==> config.mk <==
export PLATFORM = sky130hd
export DESIGN_NAME = draw_playfield
export DESIGN_NICKNAME = d
export VERILOG_FILES = /design/src/rtl/draw_playfield.sv
export SDC_FILE = /design/constraint.sdc
export NUM_CORES = 1
export LEC_CHECK = 0
export ABC_AREA = 1
export BUFFER_PORTS_ARGS = -buffer_cell sky130_fd_sc_hd__buf_2
export CAP_MARGIN = 25
export CORE_AREA = 2 2 81 83
export DETAILED_ROUTE_END_ITERATION = 10
export DIE_AREA = 0 0 83 85
export GPL_TIMING_DRIVEN = 0
export PLACE_DENSITY = 0.7
export SYNTH_ARGS = -nofsm -noshare
export SYNTH_HDL_FRONTEND = slang
export SYNTH_SLANG_ARGS = --single-unit
==> constraint.sdc <==
create_clock -name pclk -period 2.4 [get_ports pclk]
set_input_delay 0.24 -clock pclk [delete_from_list [all_inputs] [get_ports pclk]]
set_output_delay 0.24 -clock pclk [all_outputs]
set_load 0.01 [all_outputs]
==> src/rtl/draw_playfield.sv <==
`default_nettype none
// +----------------------------------------------------------------------------+
// | draw_playfield: centred grid playfield (border, fill, blinking food cell)  |
// | with food position changes staged and committed on vblank rising edge.     |
// | Revision: 1.0                                                              |
// +----------------------------------------------------------------------------+
module draw_playfield #(
   parameter int          HOR_PIX      = 1024,
   parameter int          VER_PIX      = 768,
   parameter int          GRID_SIZE    = 16,
   parameter int          FRAME_X_SIZE = 40,
   parameter int          FRAME_Y_SIZE = 20,
   parameter int          FRAME_WIDTH  = 1,
   parameter int          MODE         = 0,
   parameter int          BLINK_FRAMES = 0,
   parameter logic [11:0] BORDER_RGB   = 12'hf00,
   parameter logic [11:0] BG_RGB       = 12'hfff,
   parameter logic [11:0] ALT_RGB      = 12'h00f,
   parameter logic [11:0] FOOD_RGB     = 12'hff0,
   parameter logic [11:0] OUTSIDE_RGB  = 12'hfff
) (
   input  logic        pclk,
   input  logic        rst,
   input  logic [10:0] hcount_in,
   input  logic [10:0] vcount_in,
   input  logic        hsync_in,
   input  logic        hblnk_in,
   input  logic        vsync_in,
   input  logic        vblnk_in,
   input  logic        food_load,
   input  logic        food_clear,
   input  logic [6:0]  food_x,
   input  logic [5:0]  food_y,
   output logic [10:0] hcount_out,
   output logic [10:0] vcount_out,
   output logic        hsync_out,
   output logic        hblnk_out,
   output logic        vsync_out,
   output logic        vblnk_out,
   output logic [11:0] rgb_out,
   output logic        border,
   output logic [6:0]  food_x_out,
   output logic [5:0]  food_y_out,
   output logic        food_valid_out,
   output logic        food_busy,
   output logic        food_err
);

   localparam int          SH         = $clog2(GRID_SIZE);
   localparam int          X0         = (HOR_PIX - FRAME_X_SIZE * GRID_SIZE) / 2;
   localparam int          Y0         = (VER_PIX - FRAME_Y_SIZE * GRID_SIZE) / 2;
   localparam logic [10:0] X_LO       = 11'(X0);
   localparam logic [10:0] X_HI       = 11'(X0 + FRAME_X_SIZE * GRID_SIZE);
   localparam logic [10:0] Y_LO       = 11'(Y0);
   localparam logic [10:0] Y_HI       = 11'(Y0 + FRAME_Y_SIZE * GRID_SIZE);
   localparam logic [10:0] G_LO       = 11'(FRAME_WIDTH);
   localparam logic [10:0] GX_HI      = 11'(FRAME_X_SIZE - FRAME_WIDTH);
   localparam logic [10:0] GY_HI      = 11'(FRAME_Y_SIZE - FRAME_WIDTH);
   localparam logic [10:0] CELL_MASK  = 11'(GRID_SIZE - 1);
   localparam logic [6:0]  FX_MIN     = 7'(FRAME_WIDTH);
   localparam logic [6:0]  FX_MAX     = 7'(FRAME_X_SIZE - FRAME_WIDTH);
   localparam logic [5:0]  FY_MIN     = 6'(FRAME_WIDTH);
   localparam logic [5:0]  FY_MAX     = 6'(FRAME_Y_SIZE - FRAME_WIDTH);
   localparam int          CW         = (BLINK_FRAMES > 2) ? $clog2(BLINK_FRAMES) : 1;
   localparam logic [CW-1:0] BLINK_LAST = CW'((BLINK_FRAMES > 0) ? BLINK_FRAMES - 1 : 0);

   logic [10:0] hcount_q, hcount_d, vcount_q, vcount_d;
   logic        hsync_q, hblnk_q, vsync_q, vblnk_q;
   logic [11:0] rgb_q, rgb_d;
   logic        border_q, border_d;
   logic [6:0]  pend_x_q, pend_x_d, food_x_q, food_x_d;
   logic [5:0]  pend_y_q, pend_y_d, food_y_q, food_y_d;
   logic        pend_valid_q, pend_valid_d, pend_flag_q, pend_flag_d;
   logic        food_valid_q, food_valid_d;
   logic        err_q, err_d;
   logic [CW-1:0] cnt_q, cnt_d;
   logic        phase_q, phase_d;

   logic [10:0] w_dx, w_dy, w_gx, w_gy;
   logic        w_inside, w_border, w_food, w_alt, w_vedge, w_load_ok;

   // Cell coordinates are only meaningful when w_inside is set.
   always_comb begin
      w_dx     = hcount_in - X_LO;
      w_dy     = vcount_in - Y_LO;
      w_gx     = w_dx >> SH;
      w_gy     = w_dy >> SH;
      w_inside = (hcount_in >= X_LO) && (hcount_in < X_HI) &&
                 (vcount_in >= Y_LO) && (vcount_in < Y_HI);
      w_border = w_inside && ((w_gx < G_LO) || (w_gx >= GX_HI) ||
                              (w_gy < G_LO) || (w_gy >= GY_HI));
      w_food   = food_valid_q && !phase_q &&
                 (w_gx == {4'b0, food_x_q}) && (w_gy == {5'b0, food_y_q});
      if (MODE == 1)
         w_alt = ((w_dx & CELL_MASK) == 11'd0) || ((w_dy & CELL_MASK) == 11'd0);
      else if (MODE == 2)
         w_alt = w_gx[0] ^ w_gy[0];
      else
         w_alt = 1'b0;
   end

   always_comb begin
      hcount_d = hcount_in;
      vcount_d = vcount_in;
      border_d = w_border;
      if (hblnk_in || vblnk_in)
         rgb_d = 12'h000;
      else if (!w_inside)
         rgb_d = OUTSIDE_RGB;
      else if (w_border)
         rgb_d = BORDER_RGB;
      else if (w_food)
         rgb_d = FOOD_RGB;
      else if (w_alt)
         rgb_d = ALT_RGB;
      else
         rgb_d = BG_RGB;
   end

   // Commit is evaluated before the request so a same-cycle request re-stages.
   always_comb begin
      pend_x_d     = pend_x_q;
      pend_y_d     = pend_y_q;
      pend_valid_d = pend_valid_q;
      pend_flag_d  = pend_flag_q;
      food_x_d     = food_x_q;
      food_y_d     = food_y_q;
      food_valid_d = food_valid_q;
      cnt_d        = cnt_q;
      phase_d      = phase_q;
      err_d        = 1'b0;
      w_vedge      = vblnk_in && !vblnk_q;
      w_load_ok    = (food_x >= FX_MIN) && (food_x < FX_MAX) &&
                     (food_y >= FY_MIN) && (food_y < FY_MAX);
      if (w_vedge) begin
         if (pend_flag_q) begin
            food_x_d     = pend_x_q;
            food_y_d     = pend_y_q;
            food_valid_d = pend_valid_q;
            pend_flag_d  = 1'b0;
            cnt_d        = '0;
            phase_d      = 1'b0;
         end else if (BLINK_FRAMES > 0) begin
            if (cnt_q == BLINK_LAST) begin
               cnt_d   = '0;
               phase_d = !phase_q;
            end else begin
               cnt_d = cnt_q + CW'(1);
            end
         end
      end
      if (food_clear) begin
         pend_valid_d = 1'b0;
         pend_flag_d  = 1'b1;
      end else if (food_load) begin
         if (w_load_ok) begin
            pend_x_d     = food_x;
            pend_y_d     = food_y;
            pend_valid_d = 1'b1;
            pend_flag_d  = 1'b1;
         end else begin
            err_d = 1'b1;
         end
      end
   end

   always_ff @(posedge pclk or posedge rst) begin
      if (rst) begin
         hcount_q     <= '0;
         vcount_q     <= '0;
         hsync_q      <= 1'b0;
         hblnk_q      <= 1'b0;
         vsync_q      <= 1'b0;
         vblnk_q      <= 1'b0;
         rgb_q        <= '0;
         border_q     <= 1'b0;
         pend_x_q     <= '0;
         pend_y_q     <= '0;
         pend_valid_q <= 1'b0;
         pend_flag_q  <= 1'b0;
         food_x_q     <= '0;
         food_y_q     <= '0;
         food_valid_q <= 1'b0;
         err_q        <= 1'b0;
         cnt_q        <= '0;
         phase_q      <= 1'b0;
      end else begin
         hcount_q     <= hcount_d;
         vcount_q     <= vcount_d;
         hsync_q      <= hsync_in;
         hblnk_q      <= hblnk_in;
         vsync_q      <= vsync_in;
         vblnk_q      <= vblnk_in;
         rgb_q        <= rgb_d;
         border_q     <= border_d;
         pend_x_q     <= pend_x_d;
         pend_y_q     <= pend_y_d;
         pend_valid_q <= pend_valid_d;
         pend_flag_q  <= pend_flag_d;
         food_x_q     <= food_x_d;
         food_y_q     <= food_y_d;
         food_valid_q <= food_valid_d;
         err_q        <= err_d;
         cnt_q        <= cnt_d;
         phase_q      <= phase_d;
      end
   end

   assign hcount_out     = hcount_q;
   assign vcount_out     = vcount_q;
   assign hsync_out      = hsync_q;
   assign hblnk_out      = hblnk_q;
   assign vsync_out      = vsync_q;
   assign vblnk_out      = vblnk_q;
   assign rgb_out        = rgb_q;
   assign border         = border_q;
   assign food_x_out     = food_x_q;
   assign food_y_out     = food_y_q;
   assign food_valid_out = food_valid_q;
   assign food_busy      = pend_flag_q;
   assign food_err       = err_q;

endmodule
`default_nettype wire

### After elaboration in Yosys (flattened, before gate mapping)

Cells that the tools add are included.

| storage, ports and cells | value |
|---|---|
| register bits after elaboration | 69 |
| input port bits | 43 |
| output and inout bits | 55 |
| logic and storage cells | 67 |

| operators by class | value |
|---|---|
| add/sub/neg operators | 2 |
| magnitude comparators | 12 |
| eq/ne operators | 2 |
| multiplexer cells | 14 |
| bitwise operators | 1 |
| reduce and logical (&&, ||, !) cells | 20 |

Operators with widths:

| operator | number |
|---|---|
| two-way mux 12 bit | 2 |
| >= comparator 11 x 8 -> 1 bit, second input constant | 2 |
| less-than comparator 11 x 10 -> 1 bit, second input constant | 2 |
| subtractor 11 x 8 -> 11 bit, second input constant | 2 |
| less-than comparator 7 x 1 -> 1 bit, second input constant | 2 |
| logical AND 1 bit | 10 |
| two-way mux 1 bit | 10 |
| two-way mux 8 bit | 1 |
| == test 7 x 6 -> 1 bit | 1 |
| == test 7 bit | 1 |
| >= comparator 7 x 1 -> 1 bit, second input constant | 1 |
| >= comparator 7 x 5 -> 1 bit, second input constant | 1 |
| >= comparator 7 x 6 -> 1 bit, second input constant | 1 |
| less-than comparator 7 x 6 -> 1 bit, second input constant | 1 |
| >= comparator 6 x 1 -> 1 bit, second input constant | 1 |
| less-than comparator 6 x 5 -> 1 bit, second input constant | 1 |
| logical OR 1 bit | 4 |
| two-way mux 4 bit | 1 |
| AND reduction 2 bit | 2 |
| nonzero test 2 bit | 2 |
| AND reduction 3 bit | 1 |
| logical NOT 1 bit | 1 |
| NOT 1 bit | 1 |

### Logic depth before layout (Yosys ltp)

Gate-level depths: netlist of run 1.

| depth | value |
|---|---|
| depth in word-level cells | 9 |
| depth in mapped cells | 13 |
| mapped depth without buffers | 13 |

### Least setup slack after synthesis of run 1

No wires, ideal clock.

| timing | value |
|---|---|
| kind | input-to-reg |
| start | input port vcount_in[5] |
| end | register rgb_q[3], in the netlist rgb_out[3] |
| library setup time | 0.117 ns |
| data arrival time | 1.165 ns |
| required time | 2.283 ns |
| path slack | 1.119 ns |
| cell stages on the path | 12 |
| buffers on the path | 0 |
| cell sequence | inv_1 -> ha_1 -> inv_1 -> nor2_1 -> nor2_1 -> nand2_1 -> nor2_1 -> nand2_1 -> nor2_1 -> nand3_1 -> nor2_1 -> nor2_1 |

| between the ends | value |
|---|---|
| longest elaborated chain between the ends | 8 |
| elaborated cells on any way between the ends | 16 |
| classes of those cells | add/sub (1); order compare (4); eq/ne (1); mux (4); reduce/logical (6) |

RTL lines:

| element | RTL line | RTL |
|---|---|---|
| from (decl) | 25 | `input logic [10:0] vcount_in,` |
| subtractor 11 x 8 -> 11 bit | 85 | `w_dy = vcount_in - Y_LO;` |
| less-than comparator 7 x 1 -> 1 bit | 91 | `(w_gy < G_LO) \|\| (w_gy >= GY_HI));` |
| logical OR 1 bit | 90 | `w_border = w_inside && ((w_gx < G_LO) \|\| (w_gx >= GX_HI) \|\|` |
| logical OR 1 bit | 91 |  |
| logical AND 1 bit | 90 |  |
| two-way mux 8 bit | 110 | `else if (w_border)` |
| two-way mux 12 bit * | 108 | `else if (!w_inside)` |
| two-way mux 12 bit * | 106 | `if (hblnk_in \|\| vblnk_in)` |
| to (signal assigned) | 194 | `rgb_q <= rgb_d;` |
| to (decl) | 69 | `logic [11:0] rgb_q, rgb_d;` |

Every way passes the cells marked *; elsewhere a longest branch is shown, timed or not.
A chain may end at the register's enable or synchronous reset.

### Worst setup path after layout of run 1

| timing | value |
|---|---|
| start | input port hcount_in[1] |
| end | register rgb_q[3], in the netlist rgb_out[3] |

| between the ends | value |
|---|---|
| longest elaborated chain between the ends | 9 |
| elaborated cells on any way between the ends | 19 |
| classes of those cells | add/sub (1); order compare (4); eq/ne (1); mux (4); reduce/logical (9) |

RTL lines:

| element | RTL line | RTL |
|---|---|---|
| from (decl) | 24 | `input logic [10:0] hcount_in,` |
| subtractor 11 x 8 -> 11 bit | 84 | `w_dx = hcount_in - X_LO;` |
| less-than comparator 7 x 1 -> 1 bit / >= comparator 7 x 6 -> 1 bit (equally long branches) | 90 |  |
| logical OR 1 bit (2 in a row) | 90 |  |
| logical OR 1 bit | 91 |  |
| logical AND 1 bit | 90 |  |
| two-way mux 8 bit | 110 |  |
| two-way mux 12 bit * | 108 |  |
| two-way mux 12 bit * | 106 |  |

Marked as above.

==> flow_metrics.tcl, run 1 <==
set metrics [dict create \
    die_h_um 85 \
    ys_seq_area_share_pct 54.8 \
    fp-row-count 29 \
    drt_iter0_drc 123 \
    cts-root-buf "clkbuf_8" \
    cts_sinks 60 \
    yosys.area.top_type "dfrtp_1" \
    maxCapViolCount 0 \
    synthTopCellsByArea "dfrtp_1, nand2_1, inv_1" \
    synth_ff_type "dfrtp_1" \
    slew_headroom_pct 55.4 \
    postCtsSetupRepairBufs 0 \
    drv_slew 0 \
    tns_ns 0 \
    synth-xor-area-share_pct 0.639 \
    slowest_stage "dlygate4sd3_1" \
    grt_overflow 0 \
    yosysMostFrequentCell "nand2_1" \
    finalWorstSetupSlack_ns 0.967 \
    drc 0 \
    finalCritPeriodShare_pct 59.7 \
    holdCritPathClass "input pin to flop" \
    clock_insertion_delay_worst_skew_ns 0.34 \
    vias 2318 \
    grt_pass1_vias 2183 \
    wl_per_cell_um 11.3 \
    path_max_fanout 2 \
    grt_antenna_before_repair 0 \
    crit_path_cell_trace "dlygate4sd3_1 -> buf_2 -> nor2_1 -> nand3_1 -> nor2_1 -> nor2_1 -> nor2_1 -> nand3_1 -> nor2_1 -> nor2_1" \
    cts_made_buffers 9 \
    drtAntennaViolNets 0 \
    met3_length_um 332 \
    fin_hold_ws_ns 0.0219 \
    syn_to_final_growth_pct 35.0 \
    worst_clock_skew_ns 0.00760 \
    cts_buffer_depth 2 \
    finalCoreUtilization_pct 59.6 \
    p_switching_w 0.000781 \
    route.top_layer_used "met4" \
    seqPwrFrac_pct 42.6 \
    cp-start-kind "input pin" \
    cts_tree "done" \
    worstMarginPinSlew_ns 0.668 \
    finish.instance_area_um2 3700 \
    p_leak_nw 2.12 \
    synth_seq_cells 60 \
    setup_viol 0 \
    diodes 0 \
    grt_pass1_wl_um 9690 \
    yosys.area_share.simple_pct 21.6 \
    arrival_ns 1.66 \
    pwr-share-clk_pct 38.9 \
    fin_crit_ns 1.43 \
    synth-compound-area-share_pct 7.17 \
    hold_buffers 9 \
    io_pins 98 \
    swShare_pct 27.4 \
    final_nets 483 \
    path_common_cell "nor2_1" \
    clkTransAtPathRegs_ns 0.07 \
    gp_congestion 0.744 \
    vias_per_cell 4.49 \
    postSynth.asyncResetShare_pct 100 \
    syn_area_per_cell_um2 8.73 \
    grt_max_degree 33 \
    rsz0062_at_grt "no" \
    synth_cell_types 23 \
    netlist_instances 314 \
    grtUsageTotal_pct 17.5 \
    synth_mux_area_share_pct 2.05 \
    wl_met1_um 2430 \
    initial_core_util_pct 44.2 \
    netlist_top_cells_count "nand2_1, dfrtp_1, inv_1" \
    io_buffers 97 \
    dpl_worst_slack_ns 0.692 \
    pwr-share-comb_pct 18.4 \
    cts.htree.levels 3 \
    ys.warnings.count 0 \
    syn_area_um2 2740 \
    synth_top_family_by_area "simple AND/OR/NAND/NOR gates" \
    post_dp_cell_area_um2 3340 \
    worst_setup_path_end_kind "flop" \
    slowest_delay_ns 0.53 \
    fmax_mhz 698 \
    die-area_um2 7060 \
    die-width_um 83 \
    syn-num-nets 363 \
    internal_power_w 0.00207 \
    vdd_drop_max_mv 0.414 \
    hold_violations 0 \
    drive_above_1_share_pct 32.8 \
    firstDrtPassIters 4 \
    cp_data_required_time_ns 2.62 \
    criticalPathCategory "input pin to flop" \
    synth_edf_count 0 \
    synth_adder_area_share_pct 2.74 \
    synth_top_area_share_pct 54.8 \
    wirelength_um 5810 \
    cts.repair.resized 0 \
    p_per_area_nw_per_um2 770 \
    status "complete, no violations" \
    wl_met2_um 2970 \
    post-dp-hpwl_um 4400 \
    core_um2 6200 \
]
## worst max-delay path: cells and delay by family
kind | cells | cell delay [ns]
buffers and inverters | 2 | 0.65
AND/OR/NAND/NOR | 8 | 0.76
## layout make-up
cell class / instances / area (um^2)
Clock buffer: 9 / 124
Sequential cell: 60 / 1500
Inverter: 54 / 203
Clock inverter: 7 / 124
Tap cell: 77 / 96.3
Timing Repair Buffer: 109 / 616
Fill cell: 558 / 2500
Multi-Input combinational cell: 187 / 938
Buffer: 13 / 98.8
## power groups by stage
| stage | Sequential [W] | Clock (W) | Combinational, W |
|---|---|---|---|
| 2_1_floorplan | 0.00126 | 0 | 0.000275 |
| 3_3_place_gp | 0.00123 | 0 | 0.000505 |
| 3_5_place_dp | 0.00123 | 0 | 0.000519 |
| 4_1_cts | 0.00122 | 0.00114 | 0.000535 |
| 5_1_grt | 0.00123 | 0.00119 | 0.000591 |
| 6_report | 0.00122 | 0.00111 | 0.000525 |
## routing by layer
layer,up-vias,global-route usage (%)
met5,-,0
met4,0,5.81
met3,7,6.13
met2,61,30.9
met1,1051,20.0
li1,1199,-
## placed cells by master, fill, tap and decap left out, drive strengths merged
cell type | netlist | final
a211oi | 1 | 1
a21boi | 2 | 2
a21oi | 11 | 11
buf | 12 | 110
bufinv | 0 | 3
clkbuf | 1 | 10
clkinv | 0 | 2
clkinvlp | 0 | 1
dfrtp | 60 | 60
dlygate4sd3 | 0 | 11
ha | 6 | 6
inv | 54 | 55
mux2 | 5 | 5
nand2 | 80 | 80
nand3 | 21 | 21
nand3b | 3 | 3
nand4 | 3 | 3
nor2 | 37 | 37
o21ai | 16 | 16
xnor2 | 1 | 1
xor2 | 1 | 1
## kinds of logic (layout without fill, tap and decap cells)
kind of cell               after synthesis  in the layout
adders and majority gates                6              6
and+or+nand+nor                        144            144
xor gates and xnor gates                 2              2
AOI/OAI and AO/OA                       30             30
muxes                                    5              5
DFF                                     60             60
buffers and inverters                   67            192
## path summary, 6_finish.rpt
path                            slack [ns]    startpoint            end  cells past startpoint
worst max-delay path                  0.97  hcount_in[1]     rgb_out[3]                     10
worst min-delay path                  0.02  hcount_in[0]  hcount_out[0]                      1
worst max register to register        1.10     vblnk_out  food_x_out[5]                      4
worst min register to register        0.47   pend_x_q[6]    pend_x_q[6]                      2
max in group asynchronous             1.26           rst     rgb_out[3]                      4
min in group asynchronous             0.54           rst      vsync_out                      3
## stage by stage
stage | total power (W) | instances
6_report | 0.00285 | 516
5_1_grt | 0.00302 | 516
4_1_cts | 0.00290 | 514
3_5_place_dp | 0.00175 | 489
3_3_place_gp | 0.00174 | 488
2_1_floorplan | 0.00154 | 314
## state kept, by name (all words and copies together), names as in the netlist, 3 cells and up
name	cells
hcount_out	11
vcount_out	11
food_x_out	7
pend_x_q	7
food_y_out	6
pend_y_q	6
rgb_out	3
Power figures use the tool's default switching activity.
==> run 2: changes to the inputs <==
==> constraint.sdc (replaced) <==
create_clock -name pclk -period 1.4 [get_ports pclk]
set_input_delay 0.14 -clock pclk [delete_from_list [all_inputs] [get_ports pclk]]
set_output_delay 0.14 -clock pclk [all_outputs]
set_load 0.01 [all_outputs]
==> run 2 against run 1 <==
Against the previous run: hold slack gained 0.0095 ns; sequential cell count is the same; register-to-register slack got worse by 0.99 ns; setup slack lost 0.87 ns; largest cell class unchanged; global-route usage is 0.57 points higher; via count increased by 3.1%; routed wire length is 4.2% higher; non-clock buffer count rose by 13; clock power increased by 24%; sequential share of layout area shrank 1.3 points; sequential power is 71% higher; first-iteration DRC count down 31%.
==> flow_metrics.tcl, run 2 (synthesis gave the netlist of run 1 again) <==
set metrics [dict create \
    grtUsageMet1_pct 22.0 \
    arrival_ns 1.51 \
    die_h_um 85 \
    grt_pass1_wl_um 10300 \
    worstHoldStart "vcount_in[5]" \
    firstDrtPassIters 4 \
    drv_slew 0 \
    critical_path_buf_inv_count 1 \
    maxCapViolCount 0 \
    worstMarginPinSlew_ns 0.697 \
    final-seq-area_um2 1500 \
    cts_made_buffers 9 \
    core_um2 6200 \
    min_to "vcount_out[5]" \
    clkTransAtPathRegs_ns 0.06 \
    finalCoreUtilization_pct 61.7 \
    fp-row-count 29 \
    finish.instance_area_um2 3830 \
    cp-start-kind "input pin" \
    wl_per_cell_um 11.4 \
    cts-root-buf "clkbuf_8" \
    holdCritPathClass "input pin to flop" \
    multi_input_area_um2 968 \
    die-area_um2 7060 \
    drtAntennaViolNets 0 \
    slew_headroom_pct 53.4 \
    gp_congestion 0.742 \
    slowest_delay_ns 0.57 \
    vias 2390 \
    hold_violations 0 \
    crit_start "hcount_in[2]" \
    rr_worst_depth 4 \
    drc 0 \
    rsz0062_at_grt "no" \
    p_leak_nw 2.15 \
    cts_tree "done" \
    p_per_area_nw_per_um2 1160 \
    syn_to_final_growth_pct 39.6 \
    grt_max_degree 32 \
    final_common_cell "buf_2" \
    crit_path_cell_trace "dlygate4sd3_1 -> nor2_2 -> nand3_1 -> nor2_1 -> nor2_1 -> nor2_1 -> nand3_1 -> nor2_1 -> nor2_1" \
    grt_antenna_before_repair 0 \
    reg2reg_slack_ns 0.11 \
    power_w 0.00443 \
    met2_usage_pct 31.6 \
    vdd_drop_max_mv 0.658 \
    io_buffers 97 \
    grtUsageTotal_pct 18.1 \
    io_pins 98 \
    initial_core_util_pct 44.2 \
    clock_insertion_delay_worst_skew_ns 0.33 \
    critPathTopFamily "simple AND/OR/NAND/NOR gates" \
    diodes 0 \
    met3_usage_pct 3.21 \
    final_cell_mix "buf_2, nand2_1, dfrtp_1" \
    status "complete, no violations" \
    grt_overflow 0 \
    cp_data_required_time_ns 1.61 \
    finalCritPeriodShare_pct 92.8 \
    worst_setup_path_end_kind "flop" \
    final_nets 496 \
    cts_buffer_depth 2 \
    hold_depth 1 \
    drive_above_1_share_pct 32.3 \
    wirelength_um 6050 \
    slowest_stage "dlygate4sd3_1" \
    rr_startpoint "vblnk_out" \
    grt_pass1_vias 2326 \
    die-width_um 83 \
    path_common_cell "nor2_1" \
    final_cells 529 \
    fmax_mhz 769 \
    setup_viol 0 \
    worst_clock_skew_ns 0.0104 \
    cts.htree.levels 3 \
    path_max_fanout 2 \
    post_dp_cell_area_um2 3350 \
    cts_sinks 60 \
    post-dp-hpwl_um 4490 \
    fillers 579 \
    top_usage_layer "met2" \
    criticalPathCategory "input pin to flop" \
    fin_crit_ns 1.30 \
    vias_per_cell 4.52 \
    placed_cells 489 \
    drt_iter0_drc 85 \
    r2r_end "food_x_out[5]" \
]
==> run 2: cell types whose count changed in the layout (fill, tap and decap cells not counted), sizes merged <==
cell / previous run / this run
buf: 110 / 105
bufinv: 3 / 0
clkbuf: 10 / 13
clkinv: 2 / 3
clkinvlp: 1 / 3
dlygate4sd3: 11 / 27
dlymetal6s4s: 0 / 1
inv: 55 / 53
==> run 2: worst max path at each step <==
stage,cells past startpoint,slack (ns),end
finish,9,0.10,rgb_out[3]
global route,4,0.003,food_x_out[3]
CTS,12,0.03,rgb_out[3]
detailed placement,11,-0.23,rgb_out[3]
global placement,11,-0.19,rgb_out[3]
floorplan,4,0.17,food_x_out[3]
==> run 2: repair_timing <==
action / CTS / global route
endpoints found under the setup margin: 0 / 3
hold buffers: 28 / 0
buffers inserted: 0 / 1
gates resized for setup: 0 / 12
endpoints found under the hold margin: 57 / 0
==> run 2: cell type report <==
cell class / count / share of cell area, %
Buffer: 13 / 2.62
Clock buffer: 11 / 3.69
Clock inverter: 5 / 0.981
Inverter: 54 / 5.39
Multi-Input combinational cell: 187 / 25.3
Sequential cell: 60 / 39.2
Tap cell: 77 / 2.52
Timing Repair Buffer: 122 / 20.3
==> run 2: stage by stage <==
stage          hold WS [ns]  setup TNS (ns)  setup WS (ns)
2_1_floorplan         0.171               0          0.172
3_3_place_gp          0.248          -0.331         -0.192
3_5_place_dp          0.249          -0.433         -0.234
4_1_cts              0.0224               0         0.0343
5_1_grt              0.0268               0        0.00284
6_report             0.0315               0          0.100
==> run 2: per-layer routing <==
layer  part of all wire, %  wire length, um
met5                     0                0
met4                   2.2              131
met3                   4.7              282
met2                    50             3030
met1                    43             2610
==> run 2: power breakdown <==
part	total (W)	switching [W]	internal, W	leakage [nW]
logic	0.000963	0.000509	0.000455	1.33
registers	0.00209	0.000144	0.00195	0.733
clock network	0.00138	0.000684	0.000693	0.0855
total	0.00443	0.00134	0.00310	2.15
